File: src/rtl/i2c_receptor_transacciones.sv
// I2C target: decodes START/STOP, matches OWN_ADDR, receives a 16-bit write word or serializes a 16-bit read word.
// SCL/SDA are oversampled on clk; SDA_OUT/SDA_OE only move on SCL falls (or START/STOP/reset).
module i2c_receptor_transacciones #(
  parameter logic [6:0] OWN_ADDR = 7'h2A
) (
  input  logic        clk,
  input  logic        rst,
  input  logic        SCL,
  input  logic        SDA_IN,
  output logic        SDA_OUT,
  output logic        SDA_OE,
  input  logic [15:0] RD_DATA,
  output logic [15:0] WR_DATA,
  output logic        WR_STB,
  output logic        RD_STB,
  output logic        BUSY
);

  localparam logic [2:0] IDLE      = 3'd0;
  localparam logic [2:0] ADDR      = 3'd1;
  localparam logic [2:0] ACK_ADDR  = 3'd2;
  localparam logic [2:0] WRITE     = 3'd3;
  localparam logic [2:0] ACK_WR    = 3'd4;
  localparam logic [2:0] READ      = 3'd5;
  localparam logic [2:0] MACK      = 3'd6;
  localparam logic [2:0] WAIT_STOP = 3'd7;

  logic        scl_q, sda_q;
  logic [2:0]  state_q, state_d;
  logic [2:0]  bit_cnt_q, bit_cnt_d;
  logic        byte_cnt_q, byte_cnt_d;
  logic        ack_ph_q, ack_ph_d;
  logic        rw_q, rw_d;
  logic [14:0] shift_q, shift_d;
  logic [15:0] tx_q, tx_d;
  logic [15:0] wr_data_q, wr_data_d;
  logic        sda_out_q, sda_out_d;
  logic        sda_oe_q, sda_oe_d;
  logic        wr_stb_q, wr_stb_d;
  logic        rd_stb_q, rd_stb_d;
  logic        busy_q, busy_d;

  logic rise, fall, start, stop;

  assign rise  = SCL & ~scl_q;
  assign fall  = ~SCL & scl_q;
  assign start = SCL & scl_q & sda_q & ~SDA_IN;
  assign stop  = SCL & scl_q & ~sda_q & SDA_IN;

  always_comb begin
    state_d    = state_q;
    bit_cnt_d  = bit_cnt_q;
    byte_cnt_d = byte_cnt_q;
    ack_ph_d   = ack_ph_q;
    rw_d       = rw_q;
    shift_d    = shift_q;
    tx_d       = tx_q;
    wr_data_d  = wr_data_q;
    sda_out_d  = sda_out_q;
    sda_oe_d   = sda_oe_q;
    wr_stb_d   = 1'b0;
    rd_stb_d   = 1'b0;
    busy_d     = busy_q;

    if (stop) begin
      state_d   = IDLE;
      sda_oe_d  = 1'b0;
      sda_out_d = 1'b1;
      busy_d    = 1'b0;
    end else if (start) begin
      // Repeated start drops any partial word; WR_DATA is left untouched.
      state_d    = ADDR;
      bit_cnt_d  = 3'd0;
      byte_cnt_d = 1'b0;
      ack_ph_d   = 1'b0;
      sda_oe_d   = 1'b0;
      sda_out_d  = 1'b1;
      busy_d     = 1'b0;
    end else if (!(rise && fall)) begin
      case (state_q)
        IDLE: ;
        ADDR: if (rise) begin
          shift_d   = {shift_q[13:0], SDA_IN};
          bit_cnt_d = bit_cnt_q + 3'd1;
          if (bit_cnt_q == 3'd7) begin
            rw_d = SDA_IN;
            if (shift_q[6:0] == OWN_ADDR) begin
              state_d  = ACK_ADDR;
              busy_d   = 1'b1;
              ack_ph_d = 1'b0;
            end else begin
              state_d = WAIT_STOP;
            end
          end
        end
        ACK_ADDR: if (fall) begin
          if (!ack_ph_q) begin
            ack_ph_d  = 1'b1;
            sda_oe_d  = 1'b1;
            sda_out_d = 1'b0;
          end else begin
            ack_ph_d  = 1'b0;
            bit_cnt_d = 3'd0;
            if (rw_q) begin
              state_d   = READ;
              tx_d      = {RD_DATA[14:0], 1'b0};
              sda_out_d = RD_DATA[15];
              sda_oe_d  = 1'b1;
              rd_stb_d  = 1'b1;
            end else begin
              state_d   = WRITE;
              sda_oe_d  = 1'b0;
              sda_out_d = 1'b1;
            end
          end
        end
        WRITE: if (rise) begin
          shift_d   = {shift_q[13:0], SDA_IN};
          bit_cnt_d = bit_cnt_q + 3'd1;
          if (bit_cnt_q == 3'd7) begin
            state_d  = ACK_WR;
            ack_ph_d = 1'b0;
            if (byte_cnt_q) begin
              wr_data_d = {shift_q, SDA_IN};
              wr_stb_d  = 1'b1;
            end
          end
        end
        ACK_WR: if (fall) begin
          if (!ack_ph_q) begin
            ack_ph_d  = 1'b1;
            sda_oe_d  = 1'b1;
            sda_out_d = 1'b0;
          end else begin
            ack_ph_d  = 1'b0;
            sda_oe_d  = 1'b0;
            sda_out_d = 1'b1;
            if (!byte_cnt_q) begin
              state_d    = WRITE;
              byte_cnt_d = 1'b1;
              bit_cnt_d  = 3'd0;
            end else begin
              state_d = WAIT_STOP;
            end
          end
        end
        READ: if (fall) begin
          if (bit_cnt_q == 3'd7) begin
            state_d   = MACK;
            ack_ph_d  = 1'b0;
            sda_oe_d  = 1'b0;
            sda_out_d = 1'b1;
          end else begin
            bit_cnt_d = bit_cnt_q + 3'd1;
            sda_out_d = tx_q[15];
            tx_d      = {tx_q[14:0], 1'b0};
          end
        end
        MACK: begin
          // ack_ph marks "controller ACKed byte 0, drive bit 8 at the next fall".
          if (rise && !ack_ph_q) begin
            if (!byte_cnt_q && !SDA_IN) begin
              ack_ph_d   = 1'b1;
              byte_cnt_d = 1'b1;
            end else begin
              state_d = WAIT_STOP;
            end
          end else if (fall && ack_ph_q) begin
            state_d   = READ;
            ack_ph_d  = 1'b0;
            bit_cnt_d = 3'd0;
            sda_oe_d  = 1'b1;
            sda_out_d = tx_q[15];
            tx_d      = {tx_q[14:0], 1'b0};
          end
        end
        WAIT_STOP: begin
          sda_oe_d  = 1'b0;
          sda_out_d = 1'b1;
        end
        default: state_d = IDLE;
      endcase
    end
  end

  always_ff @(posedge clk) begin
    if (!rst) begin
      scl_q      <= 1'b1;
      sda_q      <= 1'b1;
      state_q    <= IDLE;
      bit_cnt_q  <= 3'd0;
      byte_cnt_q <= 1'b0;
      ack_ph_q   <= 1'b0;
      rw_q       <= 1'b0;
      shift_q    <= '0;
      tx_q       <= '0;
      wr_data_q  <= '0;
      sda_out_q  <= 1'b1;
      sda_oe_q   <= 1'b0;
      wr_stb_q   <= 1'b0;
      rd_stb_q   <= 1'b0;
      busy_q     <= 1'b0;
    end else begin
      scl_q      <= SCL;
      sda_q      <= SDA_IN;
      state_q    <= state_d;
      bit_cnt_q  <= bit_cnt_d;
      byte_cnt_q <= byte_cnt_d;
      ack_ph_q   <= ack_ph_d;
      rw_q       <= rw_d;
      shift_q    <= shift_d;
      tx_q       <= tx_d;
      wr_data_q  <= wr_data_d;
      sda_out_q  <= sda_out_d;
      sda_oe_q   <= sda_oe_d;
      wr_stb_q   <= wr_stb_d;
      rd_stb_q   <= rd_stb_d;
      busy_q     <= busy_d;
    end
  end

  assign SDA_OUT = sda_out_q;
  assign SDA_OE  = sda_oe_q;
  assign WR_DATA = wr_data_q;
  assign WR_STB  = wr_stb_q;
  assign RD_STB  = rd_stb_q;
  assign BUSY    = busy_q;

endmodule

File: config.mk
export PLATFORM = sky130hd
export DESIGN_NAME = i2c_receptor_transacciones
export DESIGN_NICKNAME = d
export VERILOG_FILES = /design/src/rtl/i2c_receptor_transacciones.sv
export SDC_FILE = /design/constraint.sdc
export NUM_CORES = 1
export LEC_CHECK = 0
export BUFFER_PORTS_ARGS = -buffer_cell sky130_fd_sc_hd__buf_2
export CAP_MARGIN = 10
export CORE_MARGIN = 8
export CORE_UTILIZATION = 45
export CTS_BUF_LIST = sky130_fd_sc_hd__clkbuf_8 sky130_fd_sc_hd__clkbuf_16
export CTS_CLUSTER_SIZE = 20
export DETAILED_ROUTE_END_ITERATION = 16
export PLACE_DENSITY = 0.72
export SLEW_MARGIN = 20
export SYNTH_ARGS = -nofsm -noshare
export SYNTH_HDL_FRONTEND = slang
export SYNTH_SLANG_ARGS = --single-unit
File: constraint.sdc
create_clock -name clk -period 2 [get_ports clk]
set_clock_uncertainty 0.05 [all_clocks]
set_input_delay 0.1 -clock clk [delete_from_list [all_inputs] [get_ports clk]]
set_output_delay 0.1 -clock clk [all_outputs]
set_load 0.02 [all_outputs]
==> results of run 1 <==
## final cells by class
| class | count | area share (%) |
|---|---|---|
| clock buffer | 11 | 3.90 |
| clock inverter | 5 | 1.48 |
| inverter | 4 | 0.386 |
| multi-input combinational | 270 | 45.6 |
| sequential | 62 | 32.0 |
| tap | 80 | 2.58 |
| timing repair buffer | 80 | 14.0 |
## timing repair
action                     4_1_cts  5_1_grt
hold endpoints to repair         1        0
setup endpoints to repair        0       34
hold buffers                     1        0
buffers inserted                 0        6
resized for setup                0       11
## worst reg2reg max path, stage by stage, from the launching register on
cell and delay (ns):
dfxtp_1 0.43, and3b_1 0.26, o31a_1 0.34, o31ai_4 0.33
buf_4 0.17, mux2i_1 0.20, nor2_1 0.06
## worst max-delay path by stage
stage                     slack [ns]                         to  cells past startpoint                      start
after floorplan                 0.15    state_q[2]$_SDFFE_PP0P_                      7  bit_cnt_q[0]$_SDFFE_PN0P_
after global placement          0.09       tx_q[4]$_SDFFE_PN0P_                      8  bit_cnt_q[0]$_SDFFE_PN0P_
after detailed placement        0.04  bit_cnt_q[0]$_SDFFE_PN0P_                      8  bit_cnt_q[0]$_SDFFE_PN0P_
after CTS                       0.04  bit_cnt_q[1]$_SDFFE_PN0P_                      8  bit_cnt_q[0]$_SDFFE_PN0P_
after global routing           -0.05    state_q[1]$_SDFFE_PP0P_                      6           scl_q$_SDFF_PN1_
final                           0.05    state_q[1]$_SDFFE_PP0P_                      6           scl_q$_SDFF_PN1_
## routing by layer
metal / track usage, % / vias to the layer above / wire length (um) / part of all wire (%)
li1: - / 1400 / - / -
met1: 19.3 / 1313 / 3460 / 45
met2: 24.4 / 98 / 3500 / 45
met3: 4.47 / 27 / 474 / 6.1
met4: 8.85 / 0 / 286 / 3.7
met5: 0 / - / 0 / 0
## cell usage after synthesis, types with 2 or more instances
master    count  area, sq um
a31oi_1       4         25.0
o211a_1      14          140
a21boi_1     13         97.6
ha_1          2         25.0
and2_1        3         18.8
clkbuf_1      9         33.8
and3b_1       2         17.5
buf_6         2         22.5
inv_1         4         15.0
buf_2        12         60.1
nand4b_1      2         17.5
dfxtp_1      62         1240
nand2_1      94          353
o211ai_1      3         22.5
nor3_1        4         20.0
a21oi_1       7         35.0
a211oi_2      2         25.0
mux2i_1      20          200
a211o_1       2         17.5
nand3_1       8         40.0
nor2b_1       6         37.5
nand2b_1     12         75.1
a211oi_1      2         15.0
and2b_1       2         15.0
a21boi_0     21          158
nor2_1        7         26.3
o21ai_0       8         40.0
buf_4         6         45.0
## logic make-up (layout without fill, tap and decap cells)
group,count (synthesis),in the layout,synth area share (%)
AO/OA/AOI/OAI,97,97,24.8
AND/OR/NAND/NOR,151,151,22.8
buffers and inverters,33,100,5.62
adder cells (fa/ha/maj),2,2,0.798
multiplexers,20,20,6.38
flip-flops,62,62,39.6
## sequential cells by signal (all words and copies together), names as in the netlist
name	cells
tx_q	15
rw_q	1
byte_cnt_q	1
bit_cnt_q	3
WR_STB	1
WR_DATA	16
RD_STB	1
SDA_OE	1
ack_ph_q	1
SDA_OUT	1
shift_q	15
BUSY	1
state_q	3
sda_q	1
scl_q	1
## power by group through the flow
stage | Clock, mW | Combinational, mW | Sequential, mW
final | 1.13 | 1.70 | 1.49
after global routing | 1.20 | 1.83 | 1.51
after CTS | 1.15 | 1.49 | 1.48
after detailed placement | 0 | 1.48 | 1.51
after global placement | 0 | 1.46 | 1.50
after floorplan | 0 | 1.09 | 1.45
## stage by stage
stage	power (mW)	util (%)
2_1_floorplan	2.54	-
3_3_place_gp	2.97	52.5
3_5_place_dp	2.99	52.5
4_1_cts	4.12	55.8
5_1_grt	4.54	57.5
6_report	4.32	57.5
==> metrics.md, run 1 <==
| Metric | Value |
|---|---|
| Status | complete, no violations |
| Most common cell after layout, fill and taps aside | nand2_1 |
| Cell variety after synth | 60 |
| Post-DP HPWL | 5360 um |
| Cell depth of the worst flop-to-flop path | 6 |
| Delay-heaviest family, CP | compound AO/OA/AOI/OAI gates |
| Synth Instances | about 370 |
| Net Switching | about 1.5 mW |
| Max H-tree Level | 3 |
| Most used DFF post-synth | dfxtp_1 |
| DIE HEIGHT | 99.5 um |
| Via density per instance | 5.54 |
| Port bufs | 40 |
| Pint | 2.85 mW |
| Largest stage delay on the critical path | 0.43 ns |
| Critical R2R Launch | scl_q$_SDFF_PN1_ |
| Warnings from Yosys | 0 |
| Sequential element share of the synthesized area | 39.6% |
| Root Buffer | clkbuf_8 |
| Largest net degree at the start of global routing | 55 |
| Most frequent cells in the layout | nand2_1 (94), dfxtp_1 (59), buf_2 (40) |
| Nets | 449 |
| Core ar. | slightly below 7000 sq um |
| CP Buf/Inv Count | 1 |
| Worst EP required | 2.17 ns |
| Vias | between 2000 and 3000 |
| Share of layout cells above drive strength 1 | 26.6% |
| Antenna Violating Nets Remaining | 0 |
| HP Class | in2reg |
| Final hold violation count | 0 |
| First-pass GRT wire length | 12800 um |
| Post-route insts no fill | 512 |
| Switching share of power | 33.9% |
| Post-synth EDFFs | 0 |
| Fmax | 0.513 GHz |
| Clk Latency, worst-skew pair | 0.34 ns |
| Die W | between 90 and 100 um |
| Worst Setup Start Kind | flop |
| Area added between synthesis and finish | 23.9% |
| Setup crit end kind | flop |
| Logic pwr share | 39.3% |
| Post-route DRC violation count | 0 |
| Max-slew headroom | around 69% |
| Cell Count Post-Placement | 488 |
| Mapped Nets | 387 |
| Worst reg-to-reg setup slack | 0.05 ns |
| Hold endpoint | tx_q[3]$_SDFFE_PN0P_ |
| Fill cells | around 600 |
| Finish-stage setup viols | 0 |
| Final global-route overflow total | 0 |
| Slowest CP cell | dfxtp_1 |
| R2r endpoint | state_q[1]$_SDFFE_PP0P_ |
| Diodes inserted | 0 |
| DRT iter0 DRCs | 150 |
| TritonCTS clock tree | done |
| Routability congestion estimate | between 0.9 and 1 |
| GRT Resource Usage Total | 15.8% |
| Hold Crit Start | RD_DATA[2] |
| Vias in the first global route | 2769 |
| Max Root-Sink Buffers | 2 |
| Kind of critical path | reg2reg |
| Maxcap violations | 0 |
| Post-DP Area | 3550 sq um |
| Slew Limit Fails | 0 |
| Post-Route WL | 7720 um |
| DR WL/cell | 15.1 um |
| Worst path arrival time | 2.12 ns |
| Period utilization | between 90% and 100% |
| Final setup margin | 0.0496 ns |
| Max FO, Critical Path | 6 |
| Final min period | 1.95 ns |
| Drt pass-1 iters | 6 |
| # clock sinks | 62 |
| Hold path depth | 4 |
| CP Cell Sequence | and3b_1 -> o31a_1 -> o31ai_4 -> buf_4 -> mux2i_1 -> nor2_1 |
| Clk network pwr share | a little over a quarter |
| Initial antenna violation count | 0 |
| #FFs+latches synth | 62 |
| Final instance area | approximately 3900 sq um |
| Mapped Area | 3140 sq um |
| Leakage Power | between 1.5 and 2 nW |
| Clock buffer count from CTS | 9 |
| Hold_ws | 0.0602 ns |
| Cell Pwr Density | roughly 1100 nW/um^2 |
| Area of the multi-input gates | 1770 sq um |
| Setup_tns | 0 ns |
| Syn avg cell area | around 8.6 sq um |
| Reg clk slew, reported paths | 0.07 ns |
| Peak VDD IR | 0.741 mV |
| Sequential Power Share | around a third |
| Worst slack at placement | roughly 0.043 ns |
| Die area | 9900 sq um |
| Async set-or-reset flop fraction in the synthesized netlist | 0% |
| Register area | 1240 sq um |
| Least-Margin Pin Slew | 0.461 ns |
| Cell row count | 30 |
| Starting density of the core | 46.4% |
| Boundary Pins | 41 |
(Power assumes the default switching activity.)
==> run 2, diff against run 1 <==
--- a/config.mk
+++ b/config.mk
@@ -6,13 +6,13 @@
 export NUM_CORES = 1
 export LEC_CHECK = 0
 export BUFFER_PORTS_ARGS = -buffer_cell sky130_fd_sc_hd__buf_2
-export CAP_MARGIN = 10
+export CAP_MARGIN = 20
 export CORE_MARGIN = 8
 export CORE_UTILIZATION = 45
 export CTS_BUF_LIST = sky130_fd_sc_hd__clkbuf_8 sky130_fd_sc_hd__clkbuf_16
 export CTS_CLUSTER_SIZE = 20
 export DETAILED_ROUTE_END_ITERATION = 16
-export PLACE_DENSITY = 0.72
+export PLACE_DENSITY_LB_ADDON = 0.15
 export SLEW_MARGIN = 20
 export SYNTH_ARGS = -nofsm -noshare
 export SYNTH_HDL_FRONTEND = slang
==> run 2 against run 1 <==
Via count shrank 3.3%; wire length shrank 0.75%; clock power grew 11%; utilization shrank 1.6 points; critical path depth is the same; largest cell class unchanged; non-clock buffer count shrank 10; fmax grew 2.3%; sequential cell count is the same; sequential share of layout area grew 0.92 points; die area is the same; cell count shrank 2.0%.
==> metrics.md, run 2 (synthesis gave the netlist of run 1 again) <==
| Metric | Value |
|---|---|
| Boundary Pins | 41 |
| Worst EP required | about 2.2 ns |
| CP Cell Sequence | buf_4 -> nor4bb_1 -> o31a_1 -> o31ai_4 -> a211oi_2 -> a311oi_1 |
| HP Class | in2reg |
| Diodes inserted | 0 |
| Final global-route overflow total | 0 |
| Setup crit end kind | flop |
| Initial antenna violation count | 0 |
| Max FO, Critical Path | 8 |
| Core ar. | 6760 sq um |
| Crit path launch | state_q[2]$_SDFFE_PP0P_ |
| Post-route insts no fill | 502 |
| Final hold violation count | 0 |
| GRT Resource Usage Total | between 10% and 20% |
| Max H-tree Level | 3 |
| Post-CTS Setup Bufs | 0 |
| # clock sinks | 62 |
| Status | complete, no violations |
| Area added between synthesis and finish | 20.5% |
| Worst Setup Start Kind | flop |
| Finish-stage setup viols | 0 |
| Clk Latency, worst-skew pair | approximately 0.34 ns |
| First-pass GRT wire length | 13000 um |
| Critical R2R Launch | state_q[2]$_SDFFE_PP0P_ |
| Clock buffer count from CTS | 9 |
| Share of layout cells above drive strength 1 | 24.9% |
| Slowest CP cell | dfxtp_1 |
| Cell row count | 30 |
| Worst reg-to-reg setup slack | 0.09 ns |
| Antenna Violating Nets Remaining | 0 |
| Die area | 9900 sq um |
| Final min period | 1.91 ns |
| Kind of critical path | reg2reg |
| Least-Margin Pin Slew | 0.546 ns |
| Vias in the first global route | about 2600 |
| RSZ-0062 raised after global routing | false |
| Post-route DRC violation count | 0 |
| Starting density of the core | a little under half |
| Most frequent cells in the layout | nand2_1 (94), dfxtp_1 (58), buf_2 (40) |
| Max-slew headroom | between 60% and 70% |
| R2r endpoint | state_q[0]$_SDFFE_PP0P_ |
| Leakage Power | roughly 1.7 nW |
| Reg clk slew, reported paths | 0.08 ns |
| Max FFs per register | 16 |
| Routability congestion estimate | 0.951 |
| Cell Pwr Density | approximately 1100 nW/um^2 |
| Hold_ws | around 0.053 ns |
| Fmax | around 0.52 GHz |
| Root Buffer | clkbuf_8 |
| Max Root-Sink Buffers | 2 |
| TritonCTS clock tree | done |
| Most common cell after layout, fill and taps aside | nand2_1 |
| Hold Crit Start | RD_DATA[6] |
| Port bufs | 40 |
| Power after layout | roughly 4.2 mW |
| Nets | 439 |
| Largest stage delay on the critical path | 0.41 ns |
| Fill cells | approximately 650 |
| Worst path arrival time | 2.10 ns |
| DR WL/cell | 15.3 um |
| Cell Count Post-Placement | roughly 490 |
| Vias | roughly 2700 |
| Hold endpoint | tx_q[7]$_SDFFE_PN0P_ |
| Period utilization | a little over nine tenths |
| Setup_tns | 0 ns |
| Peak VDD IR | 0.491 mV |
| Drt pass-1 iters | 4 |
| Slew Limit Fails | 0 |
| Maxcap violations | 0 |
| Post-DP Area | approximately 3500 sq um |
| Via density per instance | 5.47 |
| Die W | 99.5 um |
| DIE HEIGHT | 99.5 um |
| DRT iter0 DRCs | 151 |
| Largest net degree at the start of global routing | 40 |
| Final instance area | 3780 sq um |
| Cell depth of the worst flop-to-flop path | 6 |
| Hold path depth | 4 |
| Post-Route WL | 7660 um |
| Post-DP HPWL | between 5000 and 6000 um |
-- run 2: cell types whose count changed in the layout (fill, tap and decap cells not counted), sizes merged --
cell / delta
bufinv: +1
clkinv: +1
clkbuf: -3
buf: -9
inv: +1
clkinvlp: -1
-- run 2: layout make-up --
type / instances / area [sq um] / share of cell area (%)
well taps: 80 / 100 / 2.65
clock inverters: 7 / 97.6 / 2.58
inverters: 4 / 15.0 / 0.397
multi-input cells: 270 / 1750 / 46.2
repair buffers: 70 / 453 / 12.0
clock buffers: 9 / 124 / 3.28
flip-flops and latches: 62 / 1250 / 33.0
-- run 2: per-layer routing --
metal / global-route usage (%) / vias to the layer above / wire [um]
met5: 0 / - / 0
met4: 7.22 / 0 / 117
met3: 4.05 / 9 / 388
li1: - / 1380 / -
met2: 24.3 / 68 / 3530
met1: 21.2 / 1288 / 3620
-- run 2: how the worst max path moves through the flow --
stage                                   end  cells past startpoint
finish              state_q[0]$_SDFFE_PP0P_                      6
floorplan           state_q[2]$_SDFFE_PP0P_                      7
global route           tx_q[1]$_SDFFE_PN0P_                      7
global placement    state_q[2]$_SDFFE_PP0P_                      7
CTS                 state_q[2]$_SDFFE_PP0P_                      7
detailed placement  WR_DATA[0]$_SDFFE_PN0P_                      7
-- run 2: where the power goes --
group          leakage (nW)  internal (mW)  switching, mW
Sequential            0.503           1.36          0.127
Clock                 0.106          0.705          0.542
Combinational          1.09          0.667          0.777
Total                  1.70           2.73           1.45
-- run 2: worst max-delay path, delay by kind of cell, from the launching register on --
family / cells / cell delay (ns)
AOI/OAI and AO/OA: 4 / 0.99
DFF: 1 / 0.41
buffers and inverters: 1 / 0.21
and+or+nand+nor: 1 / 0.13
-- run 2: timing repair --
action                                  CTS  global route
hold buffers                              1             0
endpoints found under the setup margin    0            36
gates resized for setup                   0             9
hold endpoints to repair                  1             0
-- run 2: through the flow --
stage,worst slack [ns],utilization [%]
after floorplan,0.146,-
after global placement,0.104,52.2
after detailed placement,0.0553,52.2
after CTS,0.0160,55.6
after global routing,0.00742,56.0
final,0.0938,56.0
